<file path="src/rtl/edge_arb_pkg.sv">
// -----------------------------------------------------------------------------
// edge_arb_pkg
//   Shared types and helpers for the edge event arbiter.
//   - state_t : arbiter FSM states (idle / holding a presented event)
//   - pick_t  : result of a round-robin search {found, idx}
//   - rr_pick : round-robin search over a pending vector
// -----------------------------------------------------------------------------
package edge_arb_pkg;

   typedef enum logic {S_IDLE, S_HOLD} state_t;

   // The search helper works on a fixed maximum width so one function serves
   // every channel count up to MAX_CH.
   localparam int MAX_CH  = 32;
   localparam int MAX_CHW = 5;

   typedef struct packed {
      logic               found;
      logic [MAX_CHW-1:0] idx;
   } pick_t;

   // Search starts one past the last granted index and wraps at n_ch; the
   // first pending channel encountered wins.
   function automatic pick_t rr_pick(input logic [MAX_CH-1:0] pend,
                                     input int                last,
                                     input int                n_ch);
      pick_t r;
      int    c;
      r.found = 1'b0;
      r.idx   = '0;
      for (int i = 1; i <= MAX_CH; i++) begin
         if (i <= n_ch) begin
            c = (last + i) % n_ch;
            if (!r.found && pend[c]) begin
               r.found = 1'b1;
               r.idx   = c[MAX_CHW-1:0];
            end
         end
      end
      return r;
   endfunction

endpackage

</file>
<file path="src/rtl/dualedge_chan.sv">
// -----------------------------------------------------------------------------
// dualedge_chan
//   One channel of the edge event arbiter: dual-edge detector plus a single
//   pending-event slot with polarity and a sticky overrun flag.
//   Ports:
//     i_clk, i_rst_n   clock, asynchronous active-low reset
//     i_lvl            synchronous level input for this channel
//     i_primed         edges are only recognised once the top has primed
//     i_grant          arbiter is taking this channel's pending event now
//     i_clr_overrun    clears the sticky overrun flag
//     o_pend           an event is waiting for the arbiter
//     o_pol            level after the most recent edge (1 = rising)
//     o_overrun        sticky: an edge arrived while an event was still pending
// -----------------------------------------------------------------------------
module dualedge_chan (
   input  logic i_clk,
   input  logic i_rst_n,
   input  logic i_lvl,
   input  logic i_primed,
   input  logic i_grant,
   input  logic i_clr_overrun,
   output logic o_pend,
   output logic o_pol,
   output logic o_overrun
);

   logic prev_lvl;
   logic edge_det;
   logic lost_edge;

   assign edge_det  = i_primed & (i_lvl ^ prev_lvl);
   // An edge landing on the grant cycle replaces the event being taken, so it
   // is not a loss.
   assign lost_edge = edge_det & o_pend & ~i_grant;

   always_ff @(posedge i_clk or negedge i_rst_n) begin
      if (!i_rst_n) begin
         prev_lvl  <= 1'b0;
         o_pend    <= 1'b0;
         o_pol     <= 1'b0;
         o_overrun <= 1'b0;
      end else begin
         prev_lvl <= i_lvl;
         if (edge_det) begin
            o_pend <= 1'b1;
            o_pol  <= i_lvl;
         end else if (i_grant) begin
            o_pend <= 1'b0;
         end
         // A new loss wins over a coincident clear.
         o_overrun <= lost_edge | (o_overrun & ~i_clr_overrun);
      end
   end

endmodule

</file>
<file path="src/rtl/edge_event_arbiter.sv">
// -----------------------------------------------------------------------------
// edge_event_arbiter
//   Detects rise/fall events on N_CH synchronous level inputs, holds one
//   pending event per channel and presents them one at a time on a shared
//   valid/ready output, chosen round-robin.
//   Ports:
//     i_clk          system clock
//     i_rst_n        asynchronous active-low reset
//     i_lvl          level inputs, already synchronous to i_clk
//     i_ready        consumer accepts the presented event
//     i_clr_overrun  pulse: clears all overrun flags
//     o_valid        an event is presented on o_chan/o_rise
//     o_chan         channel index of the presented event
//     o_rise         1 = channel went high, 0 = channel went low
//     o_overrun      per-channel sticky lost-edge flags
// -----------------------------------------------------------------------------
module edge_event_arbiter
   import edge_arb_pkg::*;
#(
   parameter  int N_CH = 4,
   localparam int CHW  = $clog2(N_CH)
) (
   input  logic            i_clk,
   input  logic            i_rst_n,
   input  logic [N_CH-1:0] i_lvl,
   input  logic            i_ready,
   input  logic            i_clr_overrun,
   output logic            o_valid,
   output logic [CHW-1:0]  o_chan,
   output logic            o_rise,
   output logic [N_CH-1:0] o_overrun
);

   logic            primed;
   logic [CHW-1:0]  rr_last;
   state_t          state;
   state_t          state_nxt;
   logic [N_CH-1:0] pend;
   logic [N_CH-1:0] pol;
   logic [N_CH-1:0] grant;
   logic            do_grant;
   logic [CHW-1:0]  sel_idx;
   pick_t           pick;
   logic            unused_pick_idx;

   for (genvar c = 0; c < N_CH; c++) begin : g_chan
      dualedge_chan u_chan (
         .i_clk         (i_clk),
         .i_rst_n       (i_rst_n),
         .i_lvl         (i_lvl[c]),
         .i_primed      (primed),
         .i_grant       (grant[c]),
         .i_clr_overrun (i_clr_overrun),
         .o_pend        (pend[c]),
         .o_pol         (pol[c]),
         .o_overrun     (o_overrun[c])
      );
   end

   assign pick            = rr_pick(MAX_CH'(pend), int'(rr_last), N_CH);
   assign sel_idx         = pick.idx[CHW-1:0];
   assign unused_pick_idx = ^pick.idx;

   // The first clock after reset only captures the input levels, so levels
   // that were already non-zero at release do not look like edges.
   always_ff @(posedge i_clk or negedge i_rst_n) begin
      if (!i_rst_n) begin
         primed <= 1'b0;
      end else begin
         primed <= 1'b1;
      end
   end

   always_ff @(posedge i_clk or negedge i_rst_n) begin
      if (!i_rst_n) begin
         state <= S_IDLE;
      end else begin
         state <= state_nxt;
      end
   end

   // In S_HOLD an accepted event is replaced by the next pending one on the
   // same clock, giving one event per clock under sustained load.
   always_comb begin
      state_nxt = state;
      do_grant  = 1'b0;
      case (state)
         S_IDLE: begin
            if (pick.found) begin
               do_grant  = 1'b1;
               state_nxt = S_HOLD;
            end
         end
         S_HOLD: begin
            if (i_ready) begin
               if (pick.found) begin
                  do_grant = 1'b1;
               end else begin
                  state_nxt = S_IDLE;
               end
            end
         end
         default: state_nxt = S_IDLE;
      endcase
   end

   assign grant = do_grant ? (N_CH'(1) << sel_idx) : '0;

   always_ff @(posedge i_clk or negedge i_rst_n) begin
      if (!i_rst_n) begin
         o_chan  <= '0;
         o_rise  <= 1'b0;
         rr_last <= CHW'(N_CH - 1);
      end else if (do_grant) begin
         o_chan  <= sel_idx;
         o_rise  <= pol[sel_idx];
         rr_last <= sel_idx;
      end
   end

   // Valid follows the state register directly so an asynchronous reset drops
   // it immediately.
   assign o_valid = (state == S_HOLD);

endmodule

</file>
<file path="config.mk">
export PLATFORM = sky130hd
export DESIGN_NAME = edge_event_arbiter
export DESIGN_NICKNAME = d
export VERILOG_FILES = /design/src/rtl/edge_arb_pkg.sv /design/src/rtl/dualedge_chan.sv /design/src/rtl/edge_event_arbiter.sv
export SDC_FILE = /design/constraint.sdc
export NUM_CORES = 1
export LEC_CHECK = 0
export ABC_AREA = 1
export BUFFER_PORTS_ARGS = -buffer_cell sky130_fd_sc_hd__buf_2
export CAP_MARGIN = 10
export CORE_MARGIN = 8
export CORE_UTILIZATION = 30
export CTS_CLUSTER_DIAMETER = 200
export DETAILED_ROUTE_END_ITERATION = 8
export SYNTH_ARGS = -nofsm -noshare
export SYNTH_HDL_FRONTEND = slang
export SYNTH_SLANG_ARGS = --single-unit
</file>
<file path="constraint.sdc">
create_clock -name i_clk -period 2.4 [get_ports i_clk]
set_input_delay 0 -clock i_clk [delete_from_list [all_inputs] [get_ports i_clk]]
set_output_delay 0 -clock i_clk [all_outputs]
set_load 0.05 [all_outputs]
</file>
=== Word-level counts from Yosys, hierarchy flattened ===
Index checks and enable logic that the tools add are counted.

* Flip-flop bits (word level): 23
* Input port bits: 8
* Output and inout bits: 8
* Word-level logic and storage cells: 111

* Add/subtract/negate cells: 4
* Order comparisons: 5
* Shift-type cells: 1
* Multiplexer cells: 32
* Bitwise gates (word level): 34
* Reductions and logical operators: 14

{| class="wikitable"
|+ Operator list
! operator !! count
|-
| less-than comparator 3 x 7 -> 1 bit, second input constant || 4
|-
| two-way mux 6 bit || 4
|-
| two-way mux 1 bit || 20
|-
| bitwise AND 1 bit || 16
|-
| binary-select mux 1 bit (select 3 bit) || 4
|-
| nonzero test 2 bit || 4
|-
| OR reduction 2 bit || 4
|-
| NOT 1 bit || 6
|-
| adder 2 x 1 -> 2 bit, second input constant || 2
|-
| adder 2 bit, second input constant || 2
|-
| bitwise AND 1 bit, first input constant || 4
|-
| two-way mux 4 bit || 1
|-
| OR 1 bit || 4
|-
| one-hot mux 1 bit (2 select lines) || 2
|-
| left shift 1 x 2 -> 4 bit, first input constant || 1
|-
| XOR 1 bit || 4
|-
| logical AND 1 bit || 3
|-
| zero test 1 bit || 3
|-
| less-than comparator 2 x 3 -> 1 bit, second input constant || 1
|-
| binary-select mux 1 bit (select 2 bit) || 1
|}

=== Depth between registers and ports, before layout ===
* Word-level depth: 23
* Mapped depth: 16
* Gate-level depth less buffers: 15

=== By module ===
From an unflattened synthesis, not the netlist that was laid out.

* Cells, all modules: 179
* Area total of the unflattened synthesis: 1393.8 µm²

{| class="wikitable"
|+ Modules (own cells, without submodules)
! module !! times used !! cells an instance !! area each (µm²)
|-
| dualedge_chan || 4 || 21 || 177.7
|-
| edge_event_arbiter || 1 || 95 || 683.2
|}

=== Least setup slack after synthesis ===
Ideal clock, no wire load.

* Path kind: reg2reg
* From: reg rr_last[1]
* To: reg g_chan[2].u_chan.o_pend
* Setup time: 124 ps
* Arrival time: 1553 ps
* Data required time: 2276 ps
* Setup slack: 724 ps
* Stages on the path, launching flop included: 13
* Path buffers: 1
* Clock period less this slack: 1676 ps
* Cell sequence: dfstp_2 buf_6 inv_4 nand2_2 nand2_4 nand2_4 nand2_4 nor2_4 nand3_4 nand2_2 nand2_4 nor3_2 o21bai_1

* Cells in the longest elaborated chain, start to end: 21

{| class="wikitable"
|+ RTL lines
! item !! RTL line !! source
|-
| start: declaration || edge_event_arbiter.sv:35 || <nowiki>logic [CHW-1:0] rr_last;</nowiki>
|-
| start signal: assignment || edge_event_arbiter.sv:113 || <nowiki>rr_last <= CHW'(N_CH - 1);</nowiki>
|-
| start signal: assignment || edge_event_arbiter.sv:117 || <nowiki>rr_last <= sel_idx;</nowiki>
|-
| adder 2 x 1 -> 2 bit || edge_arb_pkg.sv:33 || <nowiki>c = (last + i) % n_ch;</nowiki>
|-
| OR reduction 2 bit (no source line) || -- ||
|-
| bitwise AND 1 bit (no source line) || -- ||
|-
| binary-select mux 1 bit (select 3 bit) || edge_arb_pkg.sv:34 || <nowiki>if (!r.found && pend[c]) begin</nowiki>
|-
| two-way mux 1 bit (implied by the code) (2 in a row) || edge_arb_pkg.sv:34 ||
|-
| two-way mux 6 bit || edge_arb_pkg.sv:34 ||
|-
| zero test 1 bit || edge_arb_pkg.sv:34 ||
|-
| logical AND 1 bit || edge_arb_pkg.sv:34 ||
|-
| [... 4 more ...] || -- ||
|-
| zero test 1 bit || edge_arb_pkg.sv:34 ||
|-
| logical AND 1 bit || edge_arb_pkg.sv:34 ||
|-
| two-way mux 6 bit * || edge_arb_pkg.sv:34 ||
|-
| two-way mux 1 bit || edge_event_arbiter.sv:89, edge_event_arbiter.sv:96 ||
|-
| two-way mux 1 bit || edge_event_arbiter.sv:95 || <nowiki>if (i_ready) begin</nowiki>
|-
| one-hot mux 1 bit (2 select lines) || edge_event_arbiter.sv:87 || <nowiki>case (state)</nowiki>
|-
| two-way mux 4 bit * || edge_event_arbiter.sv:107 || <nowiki>assign grant = do_grant ? (N_CH'(1) << sel_idx) : '0;</nowiki>
|-
| nonzero test 2 bit (no source line) * || -- ||
|-
| end signal: assignment || dualedge_chan.sv:39 || <nowiki>o_pend <= 1'b0;</nowiki>
|-
| end signal: assignment || dualedge_chan.sv:45 || <nowiki>o_pend <= 1'b1;</nowiki>
|-
| end signal: assignment || dualedge_chan.sv:48 || <nowiki>o_pend <= 1'b0;</nowiki>
|-
| end: declaration || dualedge_chan.sv:22 || <nowiki>output logic o_pend,</nowiki>
|}

Mark *: on every way between the ends. The rest lies on a longest branch, timed or not. The select of a mux whose other input is x is not followed.
A chain may end at the register's enable or synchronous reset.

=== Final worst setup path ===
* From: reg rr_last[0]
* To: reg g_chan[2].u_chan.o_pend

Same word-level chain as after synthesis.

==> run_results.csv <==
group,metric,value,unit
logic_synthesis,synthTopCellsByArea,"dfrtp_1 40%, nand2_1 16%, nand2_2 4.8%",
die,die_h,81.8,um
clocking,cts_root_buf,"clkbuf_8",
clocking,cts_made_buffers,3,
worst_hold_path,holdPathStages,4,
global_route,grt_overflow,0,
power,power_density,1540,nW/um^2
worst_hold_path,hp-class,"input pin to register",
timing,setup_viol,0,
logic_synthesis,synth_ff_type,"dfrtp_1",
global_route,gr-usage-met3,1.53,%
clocking,cts_tree,"built",
logic_synthesis,synthCells,160,
logic_synthesis,synth_warnings,0,
timing,rsz0062_at_grt,"false",
logic_synthesis,ys_async_sr_fraction,100,%
layout,layout-drive-gt1-share,26.3,%
logic_synthesis,synth_common_cells,"56 x nand2_1, 21 x dfrtp_1, 12 x inv_1",
global_route,grt_usage,8.84,%
timing,post-route-period-util,78.8,%
worst_setup_path,path_cells,"inv_8, nand2_2, nand2_2, nand2_2, nand2_4, nor2_4, nand3_4, nand2_2, nand2_4, nor3_2, o21bai_1",
die,initial_core_util,30.5,%
layout,layout.nets,188,
drt,drc,0,
timing,tns,0,ps
power,power_leakage,0.770,nW
drt,wl_per_cell,11.1,um
logic_synthesis,synth_cell_types,27,
worst_setup_path,crit_path_max_incr_delay,660,ps
logic_synthesis,yosysTopAreaCellShare,40.5,%
worst_setup_path,r2r_start,"rr_last[0]",
logic_synthesis,ys_seq_area_share,44.5,%
power,ir_drop,0.411,mV
drt,viasPerCell,4.41,
clocking,clkSinkCount,23,
worst_hold_path,min-delay-start,"i_clr_overrun",
logic_synthesis,synth_fp_nets,168,
worst_setup_path,crit_slowest_cell,"dfstp_2",
logic_synthesis,mappedNetlistArea,1300,sq um
drt,dr.pass1.iters,4,
global_route,antenna_found_initial,0,
die,die_width,81.8,um
logic_synthesis,synth_seq_cells,23,
timing,fin_skew,3.69,ps
worst_setup_path,startpoint,"rr_last[0]",
worst_setup_path,worst_ep_arrival_time,2050,ps
worst_setup_path,setup.worst_path.start_class,"register",
die,coreArea,4260,sq um
die,rows,24,
layout,syn2layout_area_growth,15.1,%
timing,layout_setup_ws,508,ps
timing,fin_crit,1890,ps
logic_synthesis,avgSynthCellArea,8.12,sq um
place,io_buffers,15,
worst_setup_path,worst-setup-path-type,"register to register",
worst_setup_path,worstPathRequired,2550,ps
layout,num_antenna_cells,0,
drt,wirelength,2.55,mm
timing,finalHoldViolCount,0,
global_route,met1_usage,10.7,%
timing,fmax,529,MHz
timing,worstMarginPinSlew,506,ps
die,io_pins,16,
clocking,clk_latency,270,ps
logic_synthesis,synth_top_area_cell,"dfrtp_1",
drt,routed-via-count,1019,
logic_synthesis,synth-edff-count,0,
outcome,status,"finished, final reports clean",
run,maxCapViolCount,0,
drt,drt_iter0_drc,56,
worst_setup_path,crit_top_cell,"nand2_2",
global_route,grt_pass1_vias,1048,
die,die_area,6690,sq um
clocking,cts_setup_buffers,0,
worst_setup_path,endpoint_kind,"register",
timing,finalMaxSlewViolations,0,
global_route,grt_max_degree,24,
worst_setup_path,critPathMaxFanout,10,
logic_synthesis,yosysMostFrequentCell,"nand2_1",
timing,slew_headroom,66.2,%
global_route,top_usage_layer,"met2",
place,place_ws,493,ps
global_route,grt_pass1_wl,4.65,mm
clocking,cts.clk_slew.worst_paths,80,ps
clocking,htreeDepth,1,
place,post-dp-hpwl,2.08,mm
clocking,cts_buffer_depth,2,
drt,ant_nets,0,
clocking,cts_resized,0,
global_route,use_met2,14.9,%
place,gp_congestion,0.839,
worst_setup_path,r2r_cells,11,
-- cells in the final DEF, fill, tap and decap left out, types with 2 or more instances in the layout --
cell           instances
o21ai_0                4
inv_4                  2
inv_1                 12
dlygate4sd3_1          6
nand2_2               10
dfstp_2                2
o21bai_1               3
buf_2                 15
nor2_1                10
nand2_4                5
nor3_2                 2
clkbuf_8               3
o21ai_1                4
nand2_1               56
nand3_1               11
dfrtp_1               21
-- sequential cells by signal, indices dropped and copies added, names as in the netlist --
name / count
g_chan.u_chan.o_pol: 4
rr_last: 2
g_chan.u_chan.o_pend: 4
o_rise: 1
g_chan.u_chan.o_overrun: 4
g_chan.u_chan.prev_lvl: 4
o_chan: 2
o_valid: 1
primed: 1
-- final timing paths --
kind / end / slack (ps)
worst max-delay path: g_chan[2].u_chan.o_pend / 510
worst min-delay path: g_chan[2].u_chan.o_overrun / 20
worst max register to register: g_chan[2].u_chan.o_pend / 510
worst min register to register: o_rise / 480
max in group asynchronous: rr_last[0] / 1810
min in group asynchronous: g_chan[2].u_chan.prev_lvl / 230
-- stage by stage --
stage                     hold slack (ps)  util [%]  cell area (sq um)  power, mW  instances
after floorplan                      -296         -               1300       1.87        160
after detailed placement             4.32      32.5               1390       2.07        221
after global placement               3.32      32.5               1390       2.06        221
after CTS                            19.7      35.1               1500       2.33        231
after global routing                 57.9      35.1               1500       2.51        231
final                                22.8      35.1               1500       2.30        231
-- critical path, delay by kind of cell, from the launching register on --
family | cells | cell delay [ps]
buffers and inverters | 1 | 70
AO/OA/AOI/OAI | 1 | 90
flip-flops | 1 | 660
AND/OR/NAND/NOR | 9 | 950
-- area by class of cell --
class	instances	area, sq um
clock buffer	3	41.3
clock inverter	1	7.51
fill	455	2770
inverter	16	72.6
multi-input combinational	115	596
sequential	23	578
tap	52	65.1
timing repair buffer	21	135
-- kinds of logic (layout without fill, tap and decap cells) --
family	count (synthesis)	in the layout	share of synthesized area [%]
and+or+nand+nor	98	98	37.2
DFF	23	23	44.5
buffers and inverters	22	41	9.63
AOI/OAI and AO/OA	15	15	7.71
other	1	1	0.289
xor gates and xnor gates	1	1	0.674
-- metal layers --
metal	share of wire (%)	wire length (um)	vias to the layer above
met5	0	0	-
met4	1.7	44	0
met3	2.2	57	5
met2	48	1230	12
met1	48	1220	467
li1	-	-	535
-- power by group --
| part | switching [mW] | leakage (nW) | internal [mW] |
|---|---|---|---|
| Sequential | 0.112 | 0.264 | 0.523 |
| Combinational | 0.984 | 0.485 | 0.430 |
| Clock | 0.128 | 0.0217 | 0.118 |
| Total | 1.22 | 0.770 | 1.07 |
-- timing repair --
action,4_1_cts,5_1_grt
endpoints found under the setup margin,0,0
hold endpoints to repair,30,0
hold buffers,6,0
No activity file was read; power rests on OpenSTA's default activity.
